--- src/rtl/byte_decode_stream.sv ---
// ---------------------------------------------------------------------------
// byte_decode_stream
//
// Unpacks a little-endian byte stream into D-bit coefficients. Bytes are
// appended to a small bit buffer; whenever at least D bits are buffered, the
// low D bits are offered as a coefficient. When D = 12, values >= Q are
// reduced once by subtracting Q. Coefficients are counted per polynomial of
// N_COEFF entries so the last one of each polynomial can be flagged.
//
// Handshakes: a transfer happens on a rising clk_i edge where valid and ready
// are both high. The producer must hold valid and data until ready is seen.
// This block holds coeff_o/coeff_last_o/coeff_valid_o steady until accepted.
//
// Ports
//   clk_i          clock, rising edge
//   rst_ni         asynchronous active-low reset
//   clear_i        synchronous abort of the current polynomial
//   byte_valid_i   upstream byte valid
//   byte_i         upstream byte, consumed LSB first
//   byte_ready_o   byte accepted this cycle when byte_valid_i is high
//   coeff_valid_o  coefficient available
//   coeff_o        coefficient, zero-extended to 12 bits
//   coeff_last_o   coefficient N_COEFF-1 of the current polynomial
//   coeff_ready_i  downstream accepts the coefficient
// ---------------------------------------------------------------------------
module byte_decode_stream #(
    parameter int D       = 12,
    parameter int Q       = 3329,
    parameter int N_COEFF = 256
) (
    input  logic        clk_i,
    input  logic        rst_ni,
    input  logic        clear_i,
    input  logic        byte_valid_i,
    input  logic [7:0]  byte_i,
    output logic        byte_ready_o,
    output logic        coeff_valid_o,
    output logic [11:0] coeff_o,
    output logic        coeff_last_o,
    input  logic        coeff_ready_i
);

    // In FILL at most D-1 bits are held, so one more byte needs D+7 bits.
    localparam int BW   = D + 7;
    localparam int CNTW = $clog2(D + 8);
    localparam int IDXW = (N_COEFF > 1) ? $clog2(N_COEFF) : 1;

    localparam logic [CNTW-1:0] CNT_D    = CNTW'(D);
    localparam logic [CNTW-1:0] CNT_BYTE = CNTW'(8);
    localparam logic [IDXW-1:0] IDX_LAST = IDXW'(N_COEFF - 1);

    typedef enum logic {
        FILL = 1'b0,
        EMIT = 1'b1
    } state_e;

    state_e            state_q, state_d;
    logic [BW-1:0]     buf_q, buf_d;
    logic [CNTW-1:0]   cnt_q, cnt_d;
    logic [IDXW-1:0]   idx_q, idx_d;
    // Low during reset and until the first edge after release, so that
    // byte_ready_o only rises on a clock edge.
    logic              live_q;

    logic              byte_hs;
    logic              coeff_hs;
    logic [11:0]       raw;
    logic [11:0]       coeff;

    // clear_i masks both handshakes in its own cycle.
    assign byte_ready_o  = live_q & (state_q == FILL) & ~clear_i;
    assign coeff_valid_o = (state_q == EMIT) & ~clear_i;
    assign coeff_last_o  = coeff_valid_o & (idx_q == IDX_LAST);
    assign coeff_o       = coeff;

    assign byte_hs  = byte_valid_i & byte_ready_o;
    assign coeff_hs = coeff_valid_o & coeff_ready_i;

    // Coefficient straight from the registered buffer, single conditional
    // subtraction for the D = 12 case.
    always_comb begin
        raw        = '0;
        raw[D-1:0] = buf_q[D-1:0];
        if ((D == 12) && (raw >= 12'(Q))) begin
            coeff = raw - 12'(Q);
        end else begin
            coeff = raw;
        end
    end

    always_comb begin
        buf_d = buf_q;
        cnt_d = cnt_q;
        idx_d = idx_q;
        if (clear_i) begin
            buf_d = '0;
            cnt_d = '0;
            idx_d = '0;
        end else if (byte_hs) begin
            // Bits at and above cnt_q are always zero, so OR appends.
            buf_d = buf_q | (BW'(byte_i) << cnt_q);
            cnt_d = cnt_q + CNT_BYTE;
        end else if (coeff_hs) begin
            buf_d = buf_q >> D;
            cnt_d = cnt_q - CNT_D;
            idx_d = (idx_q == IDX_LAST) ? '0 : idx_q + 1'b1;
        end
        state_d = (cnt_d >= CNT_D) ? EMIT : FILL;
    end

    always_ff @(posedge clk_i or negedge rst_ni) begin
        if (!rst_ni) begin
            state_q <= FILL;
            buf_q   <= '0;
            cnt_q   <= '0;
            idx_q   <= '0;
            live_q  <= 1'b0;
        end else begin
            state_q <= state_d;
            buf_q   <= buf_d;
            cnt_q   <= cnt_d;
            idx_q   <= idx_d;
            live_q  <= 1'b1;
        end
    end

endmodule

--- config.mk ---
export PLATFORM = sky130hd
export DESIGN_NAME = byte_decode_stream
export DESIGN_NICKNAME = d
export VERILOG_FILES = /design/src/rtl/byte_decode_stream.sv
export SDC_FILE = /design/constraint.sdc
export NUM_CORES = 1
export LEC_CHECK = 0
export ABC_AREA = 0
export BUFFER_PORTS_ARGS = -buffer_cell sky130_fd_sc_hd__buf_2
export CORE_UTILIZATION = 40
export CTS_BUF_LIST = sky130_fd_sc_hd__clkbuf_4 sky130_fd_sc_hd__clkbuf_8
export CTS_CLUSTER_DIAMETER = 30
export DETAILED_ROUTE_END_ITERATION = 6
export MAX_ROUTING_LAYER = met4
export PLACE_DENSITY = 0.69
export SLEW_MARGIN = 5
export SYNTH_ARGS = -nofsm -noshare
export SYNTH_HDL_FRONTEND = slang
export SYNTH_SLANG_ARGS = --single-unit
--- constraint.sdc ---
create_clock -name clk_i -period 4.8 [get_ports clk_i]
set_clock_uncertainty 0.15 [all_clocks]
set_input_delay 1.44 -clock clk_i [delete_from_list [all_inputs] [get_ports clk_i]]
set_output_delay 1.44 -clock clk_i [all_outputs]
set_load 0.005 [all_outputs]
==> results_dict.tcl <==
set metrics [dict create \
    outcome "complete, no violations" \
    die_width_um 78.1 \
    slew_headroom 0.484 \
    synth_async_sr_flop_share 1.00 \
    rows 27 \
    cts_max_level 2 \
    net-switching-power_uw 183 \
    nets 310 \
    setup_slack_ns 0.870 \
    worst_pin_slew_ns 0.774 \
    crit_path_start "buf_q[0]" \
    via_per_inst 5.59 \
    drt_iter0_drc 167 \
    internal_power_uw 511 \
    numPortBuffers 27 \
    postSynthNetCount 289 \
    worstPathArrival_ns 2.34 \
    cts.repair.resized 0 \
    setup_viol 0 \
    yosys-top-cells-count "dfrtp_1, nor2_1, nand2_1, nor3_1, a21oi_1" \
    grt_usage 0.195 \
    cts_tree "built" \
    final_layout_size_suffix_gt1_frac 0.163 \
    critPathKind "register to output pin" \
    worstReg2RegEnd "buf_q[8]" \
    drv_cap 0 \
    start_kind "register" \
    antenna_cells 0 \
    grt_pass1_vias 1884 \
    leakage_nw 1.15 \
    crit_path_max_fanout 5 \
    clk_pin_slew_ns 0.07 \
    synth-seq-area-share 0.368 \
    placed_area_um2 2480 \
    multiInputGateArea_um2 1380 \
    fin_setup_tns_ns 0 \
    yosysWarnings 0 \
    drcViolationCount 0 \
    fin_crit_sh 0.819 \
    design.die.area_um2 6090 \
    synth_cells 272 \
    fin_cells 366 \
    hold_violations 0 \
    ys.flop_type "dfrtp_1" \
    swShare 0.263 \
    holdWs_ns 0.345 \
    hp-class "register to register" \
    synth-seq-cells 34 \
    worst_setup_path_end_kind "output pin" \
    synth_area_leader_cell "dfrtp_1" \
    seqPwrFrac 0.461 \
    timing.rr.start "cnt_q[2]" \
    post_cts_buffers 0 \
    vdd_drop_max_mv 0.153 \
    die_y_um 78.1 \
    synth_area_um2 2310 \
    via_count 2046 \
    top_level_ports 28 \
    synthTopCellsByArea "dfrtp_1, nor2_1, mux2i_1" \
    rsz0062_at_grt "no" \
    grt_pass1_wl_um 9050 \
    holdPathStages 2 \
    p_per_area_nw_per_um2 267 \
    synth-edff-count 0 \
    wire_per_inst_um 14.8 \
    postLayoutCellArea_um2 2600 \
    seqCellArea_um2 851 \
    cts_hold_buf 0 \
    max_freq_mhz 254 \
    cts.sinks 34 \
    netlist-cell-type-count 51 \
    clk_latency_ns 0.29 \
    first_pass_iters 4 \
    nFillCells 552 \
    dpl.hpwl_um 3970 \
    slew_viol_final 0 \
    antenna_left 0 \
    worstPathRequired_ns 3.21 \
    place_congestion 0.838 \
    post-synth-top-area-fraction 0.368 \
    cts_made_buffers 5 \
    routed_wl_um 5420 \
    post-place-ws_ns 1.01 \
    root_buffer "clkbuf_8" \
    antenna_found_initial 0 \
    synth.most_common_cell "dfrtp_1" \
    synth_area_per_cell_um2 8.51 \
    crit_end "coeff_o[6]" \
    grt_start_max_net_pins 35 \
    clkPwrFrac 0.386 \
    reg2regPathDepth 5 \
    comb_power_share 0.153 \
    period_needed_ns 3.93 \
    grt_overflow 0 \
    core-area_um2 5540 \
    areaGrowthSynthToFinish_pct 12.3 \
    ff2ff_setup_slack_ns 2.52 \
    clockBufferDepth 2 \
    start_util 0.418 \
    placed_cells 358 \
]
==> per-layer routing <==
metal / routed length (µm) / GRT usage / share of wire
met5: 0 / - / 0
met4: 85 / 0.0833 / 0.016
met3: 219 / 0.0314 / 0.040
met2: 2530 / 0.297 / 0.47
met1: 2590 / 0.257 / 0.48
==> metrics by stage <==
step / total power [mW] / utilization
finish: 0.694 / 0.469
global route: 0.726 / 0.469
CTS: 0.697 / 0.469
detailed placement: 0.431 / 0.448
global placement: 0.429 / 0.448
floorplan: 0.390 / -
==> power by group through the flow <==
| stage | registers [mW] | logic [mW] | clock network (mW) |
|---|---|---|---|
| floorplan | 0.316 | 0.0742 | 0 |
| detailed placement | 0.325 | 0.106 | 0 |
| CTS | 0.320 | 0.107 | 0.271 |
| global route | 0.323 | 0.120 | 0.283 |
| global placement | 0.324 | 0.104 | 0 |
| finish | 0.320 | 0.106 | 0.268 |
==> state kept, by name (all words and copies together), names as in the netlist <==
name / flops
buf_q: 19
idx_q: 8
cnt_q: 5
live_q: 1
state_q: 1
==> logic make-up after synthesis <==
kind of cell / synth area share
other: 0.00162
XOR/XNOR: 0.0379
multiplexers: 0.101
flip-flops: 0.368
AO/OA/AOI/OAI: 0.188
AND/OR/NAND/NOR: 0.247
buffers and inverters: 0.0352
adder cells (fa/ha/maj): 0.0216
==> how the worst min path moves through the flow <==
stage | startpoint | end | slack (ns)
5_1_grt | buf_q[16] | buf_q[16] | 0.37
6_report | buf_q[17] | buf_q[17] | 0.35
2_1_floorplan | buf_q[17] | buf_q[17] | 0.30
4_1_cts | buf_q[17] | buf_q[17] | 0.34
3_5_place_dp | buf_q[17] | buf_q[17] | 0.33
3_3_place_gp | buf_q[17] | buf_q[17] | 0.32
==> cell type report <==
cell class | instances | share of cell area
Clock buffer | 7 | 0.0323
Sequential cell | 34 | 0.328
Tap cell | 72 | 0.0347
Inverter | 5 | 0.00723
Multi-Input combinational cell | 219 | 0.532
Timing Repair Buffer | 28 | 0.0549
Clock inverter | 1 | 0.0116
==> placed cells by master, fill, tap and decap left out, drive strengths merged, types with 6 or more instances in the layout <==
| cell | instances |
|---|---|
| a211oi | 9 |
| nor2 | 33 |
| buf | 28 |
| o21ai | 13 |
| nor3 | 15 |
| a21oi | 14 |
| and2 | 8 |
| nand2 | 31 |
| dfrtp | 34 |
| xor2 | 6 |
| clkbuf | 7 |
| mux2i | 12 |
| mux2 | 7 |
==> critical path: stages (launching register included) <==
cell      delay, ns
dfrtp_1        0.40
inv_1          0.09
ha_1           0.23
nor3b_1        0.17
a31oi_1        0.39
nand3b_1       0.20
nor4_1         0.29
xor2_1         0.17
buf_2          0.13
Note: power is estimated with default switching activity, not from simulation.
